===== config.mk =====
export PLATFORM = sky130hd
export DESIGN_NAME = lc3_execute_stage
export DESIGN_NICKNAME = d
export VERILOG_FILES = /design/src/rtl/lc3_execute_stage.sv
export SDC_FILE = /design/constraint.sdc
export NUM_CORES = 1
export LEC_CHECK = 0
export BUFFER_PORTS_ARGS = -buffer_cell sky130_fd_sc_hd__buf_2
export CAP_MARGIN = 10
export CORE_MARGIN = 2
export CORE_UTILIZATION = 55
export CTS_CLUSTER_DIAMETER = 30
export CTS_CLUSTER_SIZE = 16
export DETAILED_ROUTE_END_ITERATION = 7
export PLACE_DENSITY_LB_ADDON = 0.08
export SLEW_MARGIN = 20
export SYNTH_ARGS = -nofsm -noshare
export SYNTH_HDL_FRONTEND = slang
export SYNTH_SLANG_ARGS = --single-unit

===== constraint.sdc =====
create_clock -name clock -period 11.2 [get_ports clock]
set_input_delay 1.68 -clock clock [delete_from_list [all_inputs] [get_ports clock]]
set_output_delay 1.68 -clock clock [all_outputs]
set_load 0.01 [all_outputs]

===== src/rtl/lc3_execute_stage.sv =====
// LC-3 execute stage: operand bypass, ALU, effective-address adder and the
// pipeline register feeding the memory-access and writeback stages.
module lc3_execute_stage #(
  parameter int DATA_W     = 16,
  parameter int REG_ADDR_W = 3
) (
  input  logic                  clock,
  input  logic                  reset,
  input  logic                  enable_execute,
  input  logic [DATA_W-1:0]     IR,
  input  logic [5:0]            E_control,
  input  logic [DATA_W-1:0]     npc_out,
  input  logic                  Mem_Control,
  input  logic [1:0]            W_Control,
  input  logic [DATA_W-1:0]     VSR1,
  input  logic [DATA_W-1:0]     VSR2,
  input  logic                  bypass_alu_1,
  input  logic                  bypass_alu_2,
  input  logic                  bypass_mem_1,
  input  logic                  bypass_mem_2,
  input  logic [DATA_W-1:0]     Mem_Bypass_Val,
  output logic [REG_ADDR_W-1:0] sr1,
  output logic [REG_ADDR_W-1:0] sr2,
  output logic [DATA_W-1:0]     aluout,
  output logic [DATA_W-1:0]     pcout,
  output logic [DATA_W-1:0]     M_Data,
  output logic [REG_ADDR_W-1:0] dr,
  output logic [2:0]            NZP,
  output logic [DATA_W-1:0]     IR_Exec,
  output logic [1:0]            W_Control_out,
  output logic                  Mem_Control_out
);

  logic [3:0]        opcode;
  logic [1:0]        alu_control;
  logic [1:0]        pcselect1;
  logic              pcselect2;
  logic              op2select;
  logic [DATA_W-1:0] op1, op2, opb, alu_res, offset, base, addr;
  logic              is_alu_op;

  logic [DATA_W-1:0]     aluout_q, aluout_d;
  logic [DATA_W-1:0]     pcout_q, pcout_d;
  logic [DATA_W-1:0]     m_data_q, m_data_d;
  logic [REG_ADDR_W-1:0] dr_q, dr_d;
  logic [2:0]            nzp_q, nzp_d;
  logic [DATA_W-1:0]     ir_exec_q;
  logic [1:0]            w_control_q;
  logic                  mem_control_q;

  assign opcode      = IR[15:12];
  assign alu_control = E_control[5:4];
  assign pcselect1   = E_control[3:2];
  assign pcselect2   = E_control[1];
  assign op2select   = E_control[0];

  assign sr1 = IR[8:6];
  // Stores read the source data register through port 2
  assign sr2 = (opcode == 4'b0011 || opcode == 4'b0111 || opcode == 4'b1011) ? IR[11:9] : IR[2:0];

  // aluout here is the previous result, giving back-to-back forwarding
  assign op1 = bypass_alu_1 ? aluout_q : (bypass_mem_1 ? Mem_Bypass_Val : VSR1);
  assign op2 = bypass_alu_2 ? aluout_q : (bypass_mem_2 ? Mem_Bypass_Val : VSR2);
  assign opb = op2select ? op2 : {{(DATA_W-5){IR[4]}}, IR[4:0]};

  always_comb begin
    alu_res = '0;
    case (alu_control)
      2'b00:   alu_res = op1 + opb;
      2'b01:   alu_res = op1 & opb;
      2'b10:   alu_res = ~op1;
      default: alu_res = '0;
    endcase
  end

  always_comb begin
    offset = '0;
    case (pcselect1)
      2'b00:   offset = {{(DATA_W-11){IR[10]}}, IR[10:0]};
      2'b01:   offset = {{(DATA_W-9){IR[8]}}, IR[8:0]};
      2'b10:   offset = {{(DATA_W-6){IR[5]}}, IR[5:0]};
      default: offset = '0;
    endcase
  end

  assign base      = pcselect2 ? npc_out : op1;
  assign addr      = base + offset;
  assign is_alu_op = (opcode == 4'b0001 || opcode == 4'b0101 || opcode == 4'b1001);

  always_comb begin
    aluout_d = is_alu_op ? alu_res : addr;
    pcout_d  = addr;
    m_data_d = op2;
    dr_d     = '0;
    nzp_d    = 3'b000;
    case (opcode)
      4'b0001, 4'b0101, 4'b1001, 4'b0010, 4'b0110, 4'b1010, 4'b1110: dr_d = IR[11:9];
      default: dr_d = '0;
    endcase
    if (opcode == 4'b0000)      nzp_d = IR[11:9];
    else if (opcode == 4'b1100) nzp_d = 3'b111;
  end

  always_ff @(posedge clock) begin
    if (!reset) begin
      aluout_q      <= '0;
      pcout_q       <= '0;
      m_data_q      <= '0;
      dr_q          <= '0;
      nzp_q         <= '0;
      ir_exec_q     <= '0;
      w_control_q   <= '0;
      mem_control_q <= 1'b0;
    end else if (enable_execute) begin
      aluout_q      <= aluout_d;
      pcout_q       <= pcout_d;
      m_data_q      <= m_data_d;
      dr_q          <= dr_d;
      nzp_q         <= nzp_d;
      ir_exec_q     <= IR;
      w_control_q   <= W_Control;
      mem_control_q <= Mem_Control;
    end
  end

  assign aluout          = aluout_q;
  assign pcout           = pcout_q;
  assign M_Data          = m_data_q;
  assign dr              = dr_q;
  assign NZP             = nzp_q;
  assign IR_Exec         = ir_exec_q;
  assign W_Control_out   = w_control_q;
  assign Mem_Control_out = mem_control_q;

endmodule


# Word-level counts from Yosys, hierarchy flattened
# Index checks and enable logic that the tools add are counted.
# totals
ff_bits	73
inputBits	96
output_inout_bits	79
wordCells	48
# op_classes
addsub	2
eq_ne	15
n_mux	13
bitwise_logic	2
reduce_logical	8
# ops
cell	n
16-bit two-way mux	7
16-bit case mux with 3 select lines	2
16-bit adder	2
4-bit equality test, second input constant	5
16-bit AND	1
16-bit inverter	1
4-bit by 3-bit equality test with 1-bit output, second input constant	3
3-bit two-way mux	4
4-bit by 2-bit equality test with 1-bit output, second input constant	2
7-bit OR reduction	1
2-bit by 1-bit equality test with 1-bit output, second input constant	2
2-bit equality test, second input constant	2
4-bit by 1-bit equality test with 1-bit output, second input constant	1
2-bit zero test	2
4-bit zero test	1
1-bit logical OR	4

# Longest topological paths before layout
# Gate-level depths: netlist of the first run.
# depth
depth_word	6
mapped_depth	18
depth_no_buf	15

# Least setup slack after synthesis of the first run
# No wires, ideal clock.
# synth_timing
path_kind	in2reg
start	in bypass_mem_2
end	reg aluout_q[15] (netlist: aluout[15])
setup_time_ns	0.128
arrival_ns	4.699
t_required_ns	11.072
path_slack_ns	6.373
stages	14
n_path_buf	2
path_cell_list	buf_2 -> buf_1 -> mux2i_1 -> o21ai_0 -> mux2_2 -> ha_1 -> o211ai_1 -> a21oi_1 -> o2111ai_1 -> nand2_1 -> a311oi_1 -> mux2_2 -> o2111ai_1 -> a21boi_0
# synth_via
elab_chain_len	6
word_cells_on_any_way	7
classes_between	1 x add/sub; 5 x mux; 1 x bitwise
# synth_rtl
item	line_no	text
start: declaration	20	input logic bypass_mem_2,
16-bit two-way mux * (2 in a row)	63	assign op2 = bypass_alu_2 ? aluout_q : (bypass_mem_2 ? Mem_Bypass_Val : VSR2);
16-bit two-way mux *	64	assign opb = op2select ? op2 : {{(DATA_W-5){IR[4]}}, IR[4:0]};
16-bit adder / 16-bit AND (equally long branches)	69, 70	
16-bit case mux with 3 select lines *	68	case (alu_control)
16-bit two-way mux *	91	aluout_d = is_alu_op ? alu_res : addr;
end signal: assignment	115	aluout_q <= aluout_d;
end: declaration	42	logic [DATA_W-1:0] aluout_q, aluout_d;
# Mark *: on every way between the ends. The rest lies on a longest branch, timed or not.
# A chain may end at the register's enable or synchronous reset.

# Worst setup path in the final report of the first run
# layout_timing
start	in bypass_mem_1
end	reg aluout_q[15] (netlist: aluout[15])
# layout_via
elab_chain_len	5
word_cells_on_any_way	9
classes_between	2 x add/sub; 5 x mux; 2 x bitwise
# layout_rtl
item	line_no	text
start: declaration	19	input logic bypass_mem_1,
16-bit two-way mux * (2 in a row)	62	assign op1 = bypass_alu_1 ? aluout_q : (bypass_mem_1 ? Mem_Bypass_Val : VSR1);
16-bit adder, or another cell as far along	69	2'b00: alu_res = op1 + opb;
16-bit case mux with 3 select lines / 16-bit adder (equally long branches)	68, 87	
16-bit two-way mux *	91	
# Marks and branches as above.

==> results.sh, run 1 <==
export IMPL_status="finished clean"
export IMPL_fin_area_um2=6913
export IMPL_post_dp_cell_area_um2=6678
export IMPL_antenna_found_initial=0
export IMPL_synth_cell_types=59
export IMPL_final_fill_count=882
export IMPL_timing_critical_path_cells="buf_2 > mux2_4 > o21ai_0 > o21ai_0 > ha_1 > a211oi_1 > o21bai_1 > a21oi_1 > or4_1 > a31oi_1 > xnor2_1 > nand2_1 > a31oi_1 > a21boi_0"
export IMPL_drt_wirelength_per_cell_um=17.82
export IMPL_floorplan_die_area_um2=11380
export IMPL_leakagePower_nw=3.382
export IMPL_clk_insertion_delay_late_ps=370
export IMPL_place_gp_congestion=0.9031
export IMPL_postSynth_topFlopCell="dfxtp_1"
export IMPL_grt_max_degree=79
export IMPL_grt_total_usage_pct=31.56
export IMPL_post_place_cells=990
export IMPL_detail_route_iter0_violations=475
export IMPL_totalPowerFinal_uw=891.8
export IMPL_clock_tree_from_tritoncts="built"
export IMPL_r2r_end="pcout[14]$_SDFFE_PN0P_"
export IMPL_critical_path_endpoint_type="flip-flop"
export IMPL_fp_row_count=37
export IMPL_shortest_clock_period_the_worst_path_allows_after_layout_ps=4769
export IMPL_finalSetupTns_ps=0
export IMPL_cts_reportedPaths_clkPinSlew_ps=90
export IMPL_finalHoldViolations=0
export IMPL_cp_data_arrival_time_ps=5020
export IMPL_yosys_area_top_type="dfxtp_1"
export IMPL_rr_startpoint="aluout[1]$_SDFFE_PN0P_"
export IMPL_drcViolationCount=0
export IMPL_netlist_instances=721
export IMPL_placeableCoreArea_um2=10280
export IMPL_rr_worst_depth=14
export IMPL_drive_above_1_share_pct=25.52
export IMPL_via_count=5852
export IMPL_detailedPlacementHpwl_um=13940
export IMPL_synthDominantCellAreaShare_pct=25.21
export IMPL_worst_hold_startpoint="pcout[1]$_SDFFE_PN0P_"
export IMPL_async_flop_share_pct=0
export IMPL_maxSlewHeadroom_pct=39.93
export IMPL_post_cts_buffers=0
export IMPL_global_route_overflow_total=0
export IMPL_timing_hold_worst_class="reg -> reg"
export IMPL_fin_skew_ps=14.67
export IMPL_actual_slew_at_the_worst_max_slew_pin_ps=891.6
export IMPL_ir_drop_uv=119.3
export IMPL_flow_area_growth_from_synthesis_pct=19.23
export IMPL_htreeDepth=3
export IMPL_grt_setup_unrepaired="no"
export IMPL_post_drt_via_cell_ratio=5.817
export IMPL_synthesis_area_um2=5798
export IMPL_worst_path_largest_cell_delay_ps=510
export IMPL_avgSynthCellArea_um2=8.042
export IMPL_floorplan_die_height_um=106.7
export IMPL_start_util_pct=56.42
export IMPL_finish_cell_count_without_fillers=1006
export IMPL_yosys_cell_count_top_type="nand2_1"
export IMPL_cts_buffers=9
export IMPL_die_w_um=106.7
export IMPL_max_cap_viol_count=0
export IMPL_io_buffer_count=174
export IMPL_timing_max_transition_violations_final=0
export IMPL_global_route_wire_length_before_repair_um=28310
export IMPL_fin_crit_sh_pct=42.58
export IMPL_finalNetCount=993
export IMPL_route_antenna_remaining_nets=0
export IMPL_syn_nets=849
export IMPL_crit_type="in -> reg"
export IMPL_synth_warnings=0
export IMPL_antenna_cells=0
export IMPL_cts_buffer_depth=2
export IMPL_synth_ff_latch_count=73
export IMPL_fmax_mhz=209.7
export IMPL_hold_path_end="pcout[1]$_SDFFE_PN0P_"
export IMPL_post_synth_most_frequent_cells="nand2_1 (92), mux2i_1 (83), dfxtp_1 (73), o21ai_0 (59), nor2b_1 (49)"
export IMPL_dr_pass1_iters=5
export IMPL_top_level_ports=175
export IMPL_register_area_um2=1461
export IMPL_critical_path_startpoint_type="input port"
export IMPL_multiInputGateArea_um2=4060
export IMPL_post_cts_sizing=0
export IMPL_cellPowerDensity_nw_per_um2=129.0
export IMPL_synth_seq_area_share_pct=25.21
export IMPL_clkSinkCount=73
export IMPL_worst_r2r_setup_slack_ps=7970
export IMPL_wl_um=17930
export IMPL_synth_edff_count=0
export IMPL_clock_tree_root_cell="clkbuf_8"
export IMPL_cts_hold_buffers=0
export IMPL_worst_path_max_fanout=16
export IMPL_cp_data_required_time_ps=11450
export IMPL_report_final_setup_viol=0
export IMPL_slowest_cp_cell="or4_1"
export IMPL_synth_top_cells_by_area="dfxtp_1 (25%), mux2i_1 (14%), ha_1 (6.7%)"
export IMPL_timing_hold_worst_path_depth=1
export IMPL_grt_pass1_vias=5496
worst max-delay path, delay by kind of cell:
| family | cells | cell delay, ps |
|---|---|---|
| adder cells (fa/ha/maj) | 1 | 330 |
| AO/OA/AOI/OAI | 8 | 1400 |
| multiplexers | 1 | 370 |
| buffers and inverters | 1 | 400 |
| AND/OR/NAND/NOR | 2 | 640 |
| XOR/XNOR | 1 | 190 |
stage by stage:
step	util (%)	setup WS (ps)	hold WS, ps
floorplan	-	6373	500.7
global placement	64.97	6236	460.1
detailed placement	64.97	6115	469.4
CTS	67.26	6503	489.1
global route	67.26	6167	512.2
finish	67.26	6431	485.4
report_power, final:
group	leakage (nW)	switching [mW]	total (mW)	internal, mW
Sequential	0.601	0.0194	0.303	0.284
Clock	0.119	0.113	0.248	0.135
Combinational	2.66	0.197	0.341	0.144
logic make-up after synthesis:
logic type,Yosys count,synth area share (%)
buf+inv,68,4.769
xor+xnor,23,3.474
simple gates,238,20.24
mux,103,18.28
compound gates,183,20.80
flops,73,25.20
fa+ha+maj,33,7.229
registers in the layout, summed over array words and instances (netlist names):
register	count
IR_Exec	16
Mem_Control_out	1
aluout	16
dr	3
M_Data	16
W_Control_out	2
pcout	16
NZP	3
how the worst max path moves through the flow:
stage	depth (start not counted)	to	start
after floorplan	14	aluout[15]$_SDFFE_PN0P_	bypass_mem_2
after global placement	16	pcout[14]$_SDFFE_PN0P_	bypass_mem_1
after detailed placement	14	aluout[15]$_SDFFE_PN0P_	bypass_mem_1
after CTS	14	aluout[15]$_SDFFE_PN0P_	bypass_mem_1
after global routing	14	aluout[15]$_SDFFE_PN0P_	bypass_mem_1
final	14	aluout[15]$_SDFFE_PN0P_	bypass_mem_1
metal layers:
layer	GRT usage, %	part of all wire (%)	vias to the layer above
li1	-	-	2861
met1	41.81	44	2692
met2	49.45	43	262
met3	7.964	9.0	37
met4	11.97	3.2	0
met5	0	0	-
placed cells by master, fill, tap and decap left out, types with 7 or more instances in the layout:
cell type  Yosys  final
dfxtp_1       73     73
xor2_1         7      7
nand3b_1       7      7
xnor2_1       16     16
o21a_1         8      8
mux2_2        19     19
o21ai_0       59     59
a21oi_1       32     32
and2_1        12     12
nor2_1        31     31
mux2i_1       83     83
clkbuf_8       0     10
a21boi_0       7      7
nand3_1       12     12
nand2b_1      14     14
ha_1          31     31
nand2_1       92     92
nor3_1         8      8
o221ai_1      10     10
inv_1         24     24
nor2b_1       49     49
o22ai_1        8      8
buf_2          2    173
o211ai_1       7      7
cell type report:
| type | instances | share of cell area [%] |
|---|---|---|
| Clock buffer | 10 | 1.991 |
| Clock inverter | 6 | 1.412 |
| Inverter | 24 | 1.303 |
| Multi-Input combinational cell | 580 | 58.73 |
| Sequential cell | 73 | 21.14 |
| Tap cell | 136 | 2.462 |
| Timing Repair Buffer | 177 | 12.96 |
Power figures use the tool's default switching activity.
==> inputs of run 2 (changes only) <==
--- a/config.mk
+++ b/config.mk
@@ -8,7 +8,7 @@
 export BUFFER_PORTS_ARGS = -buffer_cell sky130_fd_sc_hd__buf_2
 export CAP_MARGIN = 10
 export CORE_MARGIN = 2
-export CORE_UTILIZATION = 55
+export CORE_UTILIZATION = 53
 export CTS_CLUSTER_DIAMETER = 30
 export CTS_CLUSTER_SIZE = 16
 export DETAILED_ROUTE_END_ITERATION = 7
==> constraint.sdc (replaced) <==
create_clock -name clock -period 4.5 [get_ports clock]
set_input_delay 0.675 -clock clock [delete_from_list [all_inputs] [get_ports clock]]
set_output_delay 0.675 -clock clock [all_outputs]
set_load 0.01 [all_outputs]
==> run 2 against run 1 <==
Non-clock buffer count rose by 5; register-to-register slack got worse by 6700 ps; via count fell by 1.0%; critical path depth rose by 1; worst hold slack got worse by 7.5 ps; routed wire length fell by 2.9%; setup slack got worse by 5600 ps; clock power rose by 120%; combinational power rose by 150%; sequential power rose by 150%; global-route usage fell by 1.8 points; largest power group unchanged.
==> results.sh, run 2 (synthesis results as in run 1) <==
export IMPL_timing_hold_worst_class="reg -> reg"
export IMPL_fin_area_um2=6927
export IMPL_placeableCoreArea_um2=10750
export IMPL_cts_buffers=9
export IMPL_die_w_um=108.6
export IMPL_fmax_mhz=275.6
export IMPL_start_util_pct=53.96
export IMPL_crit_type="in -> reg"
export IMPL_sequentialPowerShare_pct=35.1
export IMPL_global_route_overflow_total=0
export IMPL_post_drt_via_cell_ratio=5.705
export IMPL_internal_power_mw=1.354
export IMPL_grt_max_degree=51
export IMPL_maxSlewHeadroom_pct=42.33
export IMPL_drive_above_1_share_pct=25.83
export IMPL_grt_total_usage_pct=29.76
export IMPL_grt_pass1_vias=5308
export IMPL_worst_r2r_setup_slack_ps=1270
export IMPL_fp_row_count=38
export IMPL_post_place_cells=999
export IMPL_worst_path_largest_cell_delay_ps=450
export IMPL_totalPowerFinal_mw=2.145
export IMPL_rr_worst_depth=13
export IMPL_cellPowerDensity_nw_per_um2=309.7
export IMPL_finalNetCount=998
export IMPL_netSwitchingPower_uw=791.5
export IMPL_global_route_wire_length_before_repair_um=27320
export IMPL_shortest_clock_period_the_worst_path_allows_after_layout_ps=3628
export IMPL_final_fill_count=1006
export IMPL_htreeDepth=3
export IMPL_worst_path_stages=15
export IMPL_io_buffer_count=174
export IMPL_slowest_cp_cell="fa_1"
export IMPL_finalHoldViolations=0
export IMPL_worst_path_max_fanout=10
export IMPL_fin_crit_sh_pct=80.62
export IMPL_place_gp_congestion=0.9045
export IMPL_final_critical_path_setup_slack_ps=872.1
export IMPL_timing_max_transition_violations_final=0
export IMPL_cp_data_required_time_ps=4800
export IMPL_final_hold_worst_slack_ps=477.8
export IMPL_crit_top_cell="nor3_1"
export IMPL_clkSinkCount=73
export IMPL_post_dp_cell_area_um2=6720
export IMPL_finalSetupTns_ps=0
export IMPL_fin_skew_ps=11.59
export IMPL_route_antenna_remaining_nets=0
export IMPL_post_cts_sizing=0
export IMPL_ir_drop_uv=193.0
export IMPL_via_count=5791
export IMPL_detail_route_iter0_violations=371
export IMPL_antenna_found_initial=0
export IMPL_clock_tree_root_cell="clkbuf_8"
export IMPL_r2r_end="aluout[12]$_SDFFE_PN0P_"
export IMPL_power_frac_comb_pct=39.3
export IMPL_cts_buffer_depth=2
export IMPL_worst_hold_startpoint="pcout[9]$_SDFFE_PN0P_"
export IMPL_cts_reportedPaths_clkPinSlew_ps=90
export IMPL_dr_pass1_iters=5
export IMPL_actual_slew_at_the_worst_max_slew_pin_ps=865.1
export IMPL_post_place_worst_slack_ps=539.3
export IMPL_routedLengthMet1_um=8344
export IMPL_timing_critical_path_cells="buf_2 > mux2i_1 > o21ai_0 > mux2_2 > ha_1 > inv_1 > fa_1 > nor2b_1 > o31a_1 > o21bai_1 > a211oi_1 > nor3_1 > xnor2_1 > o221ai_1 > nor3_1"
export IMPL_status="finished clean"
export IMPL_antenna_cells=0
export IMPL_detailedPlacementHpwl_um=13710
export IMPL_worstPathBufferInverterCount=2
export IMPL_critical_path_endpoint_type="flip-flop"
export IMPL_critical_path_startpoint_type="input port"
export IMPL_report_final_setup_viol=0
export IMPL_cp_data_arrival_time_ps=3920
export IMPL_layout_commonest_cell="buf_2"
export IMPL_drcViolationCount=0
export IMPL_leakagePower_nw=3.391
export IMPL_wl_met3_um=1508
export IMPL_rr_startpoint="aluout[1]$_SDFFE_PN0P_"
export IMPL_clock_tree_from_tritoncts="built"
export IMPL_floorplan_die_height_um=108.6
export IMPL_floorplan_die_area_um2=11790
export IMPL_finish_utilization_pct=64.46
export IMPL_met2_layer_wire_length_in_the_routed_design_um=7136
export IMPL_critical_path_top_delay_family="compound AO/OA/AOI/OAI gates"
export IMPL_flow_area_growth_from_synthesis_pct=19.46
export IMPL_drt_wirelength_per_cell_um=17.15
export IMPL_hold_path_end="pcout[9]$_SDFFE_PN0P_"
export IMPL_timing_hold_worst_path_depth=1
export IMPL_wl_um=17410
export IMPL_switching_share_pct=36.90
export IMPL_top_layer="met4"
export IMPL_cts_hold_buffers=0
export IMPL_power_frac_clock_pct=25.7
export IMPL_final_cell_mix="buf_2 (173), nand2_1 (92), mux2i_1 (83), dfxtp_1 (73), o21ai_0 (59)"
export IMPL_clk_insertion_delay_late_ps=370
export IMPL_register_area_um2=1461
export IMPL_max_cap_viol_count=0
export IMPL_grt_setup_unrepaired="no"
export IMPL_multiInputGateArea_um2=4060
export IMPL_post_cts_buffers=0
export IMPL_top_level_ports=175
export IMPL_finish_cell_count_without_fillers=1015
==> run 2: layout make-up <==
| cell class | instances | share of cell area (%) |
|---|---|---|
| inverters | 24 | 1.301 |
| clock buffers | 12 | 2.240 |
| clock inverters | 4 | 0.7406 |
| repair buffers | 182 | 13.48 |
| multi-input cells | 580 | 58.62 |
| flip-flops and latches | 73 | 21.10 |
| well taps | 140 | 2.529 |
==> run 2: worst register-to-register path, cell delays in order, from the launching register on <==
cell      delay [ps]
dfxtp_1          420
nand2b_1         210
o21ai_0          210
o21ai_0          300
inv_1            100
fa_1             430
nor2b_1          160
o31a_1           190
o21bai_1         120
a211oi_1         350
nor3_1           100
xnor2_1          250
o221ai_1         140
nor3_1           190
==> run 2: power by group through the flow <==
| stage | sequential (mW) | clock (mW) | combinational, mW |
|---|---|---|---|
| after floorplan | 0.783 | 0 | 0.548 |
| after global placement | 0.762 | 0 | 0.814 |
| after detailed placement | 0.765 | 0 | 0.827 |
| after CTS | 0.750 | 0.562 | 0.832 |
| after global routing | 0.758 | 0.587 | 0.931 |
| final | 0.752 | 0.551 | 0.842 |
==> run 2: per-layer routing <==
metal,vias to the layer above,track usage (%)
met5,-,0
met4,0,9.890
met3,37,6.088
met2,264,44.11
met1,2627,42.85
li1,2863,-
==> run 2: worst max-delay path by stage <==
stage / start / to / slack, ps
after global routing: bypass_mem_1 / aluout[12]$_SDFFE_PN0P_ / 540
after CTS: bypass_mem_2 / aluout[15]$_SDFFE_PN0P_ / 920
after global placement: bypass_mem_1 / aluout[12]$_SDFFE_PN0P_ / 610
after detailed placement: bypass_mem_2 / aluout[15]$_SDFFE_PN0P_ / 540
after floorplan: bypass_mem_2 / aluout[15]$_SDFFE_PN0P_ / 680
final: bypass_mem_1 / aluout[12]$_SDFFE_PN0P_ / 870
==> inputs of run 3 (changes only) <==
==> constraint.sdc (replaced) <==
create_clock -name clock -period 3.7 [get_ports clock]
set_input_delay 0.555 -clock clock [delete_from_list [all_inputs] [get_ports clock]]
set_output_delay 0.555 -clock clock [all_outputs]
set_load 0.01 [all_outputs]
==> run 3 against run 2 <==
First-iteration DRC count is 2.7% higher; sequential power is 22% higher; clock power is 19% higher.
==> results.sh, run 3 (synthesis results as in run 1) <==
export IMPL_status="finished clean"
export IMPL_post_drt_via_cell_ratio=5.699
export IMPL_drive_above_1_share_pct=27.35
export IMPL_worst_path_stages=14
export IMPL_io_buffer_count=174
export IMPL_finalHoldViolations=0
export IMPL_antenna_cells=0
export IMPL_clkSinkCount=73
export IMPL_cellPowerDensity_nw_per_um2=371.2
export IMPL_final_fill_count=911
export IMPL_grt_pass1_vias=5555
export IMPL_actual_slew_at_the_worst_max_slew_pin_ps=921.9
export IMPL_fp_row_count=38
export IMPL_cp_data_required_time_ps=3940
export IMPL_r2r_end="aluout[12]$_SDFFE_PN0P_"
export IMPL_top_level_ports=175
export IMPL_worst_setup_path_startpoint="bypass_mem_1"
export IMPL_global_route_wire_length_before_repair_um=28100
export IMPL_floorplan_die_height_um=108.6
export IMPL_max_cap_viol_count=0
export IMPL_placeableCoreArea_um2=10750
export IMPL_global_route_overflow_total=0
export IMPL_antenna_found_initial=0
export IMPL_cts_hold_buffers=0
export IMPL_clock_tree_from_tritoncts="built"
export IMPL_timing_critical_path_cells="buf_2 > mux2_4 > o21ai_0 > o21ai_0 > ha_1 > a211oi_1 > o21bai_1 > a21oi_1 > or4_1 > a31oi_1 > xnor2_1 > nand2_1 > a31oi_1 > a21boi_0"
export IMPL_critical_path_endpoint_type="flip-flop"
export IMPL_drcViolationCount=0
export IMPL_place_gp_congestion=0.9030
export IMPL_worst_path_largest_cell_delay_ps=530
export IMPL_timing_hold_worst_class="in -> reg"
export IMPL_crit_path_to="aluout[15]$_SDFFE_PN0P_"
export IMPL_final_cell_mix="buf_2 (173), nand2_1 (92), mux2i_1 (83), dfxtp_1 (73), o21ai_0 (58)"
export IMPL_cts_buffer_depth=2
export IMPL_post_cts_buffers=0
export IMPL_post_place_worst_slack_ps=-16.40
export IMPL_grt_max_degree=53
export IMPL_slowest_cp_cell="or4_1"
export IMPL_detailedPlacementHpwl_um=14150
export IMPL_worst_r2r_setup_slack_ps=340
export IMPL_route_antenna_remaining_nets=0
export IMPL_maxSlewHeadroom_pct=37.89
export IMPL_fin_area_um2=7084
export IMPL_fin_skew_ps=12.78
export IMPL_report_final_setup_viol=0
export IMPL_grt_setup_unrepaired="no"
export IMPL_floorplan_die_area_um2=11790
export IMPL_critical_path_top_delay_family="compound AO/OA/AOI/OAI gates"
export IMPL_via_count=5881
export IMPL_ir_drop_uv=275.9
export IMPL_critical_path_startpoint_type="input port"
export IMPL_post_dp_cell_area_um2=6893
export IMPL_final_critical_path_setup_slack_ps=328.9
export IMPL_cts_reportedPaths_clkPinSlew_ps=90
export IMPL_clk_insertion_delay_late_ps=370
export IMPL_wl_um=17960
export IMPL_leakagePower_nw=3.479
export IMPL_layout_commonest_cell="buf_2"
export IMPL_finalNetCount=1016
export IMPL_rr_worst_depth=13
export IMPL_dr_pass1_iters=5
export IMPL_worstPathBufferInverterCount=1
export IMPL_rr_startpoint="aluout[1]$_SDFFE_PN0P_"
export IMPL_timing_max_transition_violations_final=0
export IMPL_die_w_um=108.6
export IMPL_post_cts_sizing=0
export IMPL_crit_type="in -> reg"
export IMPL_detail_route_iter0_violations=381
export IMPL_htreeDepth=3
export IMPL_flow_area_growth_from_synthesis_pct=22.18
export IMPL_final_hold_worst_slack_ps=442.9
export IMPL_cp_data_arrival_time_ps=3620
export IMPL_finish_utilization_pct=65.93
export IMPL_drt_wirelength_per_cell_um=17.41
export IMPL_grt_total_usage_pct=30.55
export IMPL_cts_buffers=9
export IMPL_fmax_mhz=296.6
export IMPL_start_util_pct=53.96
export IMPL_worst_path_max_fanout=4
export IMPL_fin_crit_sh_pct=91.11
export IMPL_clock_tree_root_cell="clkbuf_8"
export IMPL_shortest_clock_period_the_worst_path_allows_after_layout_ps=3371
==> run 3: cell types whose count changed in the layout (fill, tap and decap cells not counted), sizes merged <==
cell	change
clkbuf	-3
inv	+1
buf	+18
clkinvlp	+1
==> run 3: area by class of cell <==
type	instances	area, um^2	share of cell area, %
Timing Repair Buffer	200	1106	15.61
Inverter	24	90.09	1.272
Clock buffer	9	123.9	1.749
Tap cell	140	175.2	2.473
Sequential cell	73	1461	20.63
Multi-Input combinational cell	580	4060	57.31
Clock inverter	6	67.56	0.9537
==> run 3: worst min path at each step <==
stage / from / slack (ps) / cells after the start / endpoint
floorplan: IR_Exec[10]$_SDFFE_PN0P_ / 500 / 2 / IR_Exec[10]$_SDFFE_PN0P_
global placement: pcout[9]$_SDFFE_PN0P_ / 460 / 1 / pcout[9]$_SDFFE_PN0P_
CTS: W_Control[1] / 440 / 3 / W_Control_out[1]$_SDFFE_PN0P_
detailed placement: pcout[9]$_SDFFE_PN0P_ / 470 / 1 / pcout[9]$_SDFFE_PN0P_
global route: W_Control[1] / 460 / 3 / W_Control_out[1]$_SDFFE_PN0P_
finish: W_Control[1] / 440 / 3 / W_Control_out[1]$_SDFFE_PN0P_
==> run 3: where the power goes <==
group | internal (mW) | switching (mW)
Sequential | 0.858 | 0.0587
Clock | 0.310 | 0.344
Combinational | 0.468 | 0.590
Total | 1.64 | 0.993
==> run 3: per-stage QoR <==
step | power, mW | TNS, ps | std cells
after detailed placement | 1.976 | -32.48 | 1017
after CTS | 2.628 | 0 | 1032
after global routing | 2.787 | 0 | 1032
after floorplan | 1.619 | 0 | 721
after global placement | 1.958 | 0 | 1017
final | 2.630 | 0 | 1032
==> run 3: metal layers <==
layer | vias up | GRT usage [%] | wire (um)
met1 | 2719 | 43.74 | 8609
li1 | 2907 | - | -
met4 | 0 | 7.418 | 165
met3 | 13 | 3.436 | 1247
met5 | - | 0 | 0
met2 | 242 | 48.97 | 7943
==> run 3: worst min-delay path: cells and delay by family <==
family,cells,cell delay (ps)
buffers and inverters,1,70
muxes,1,50
and+or+nand+nor,1,100
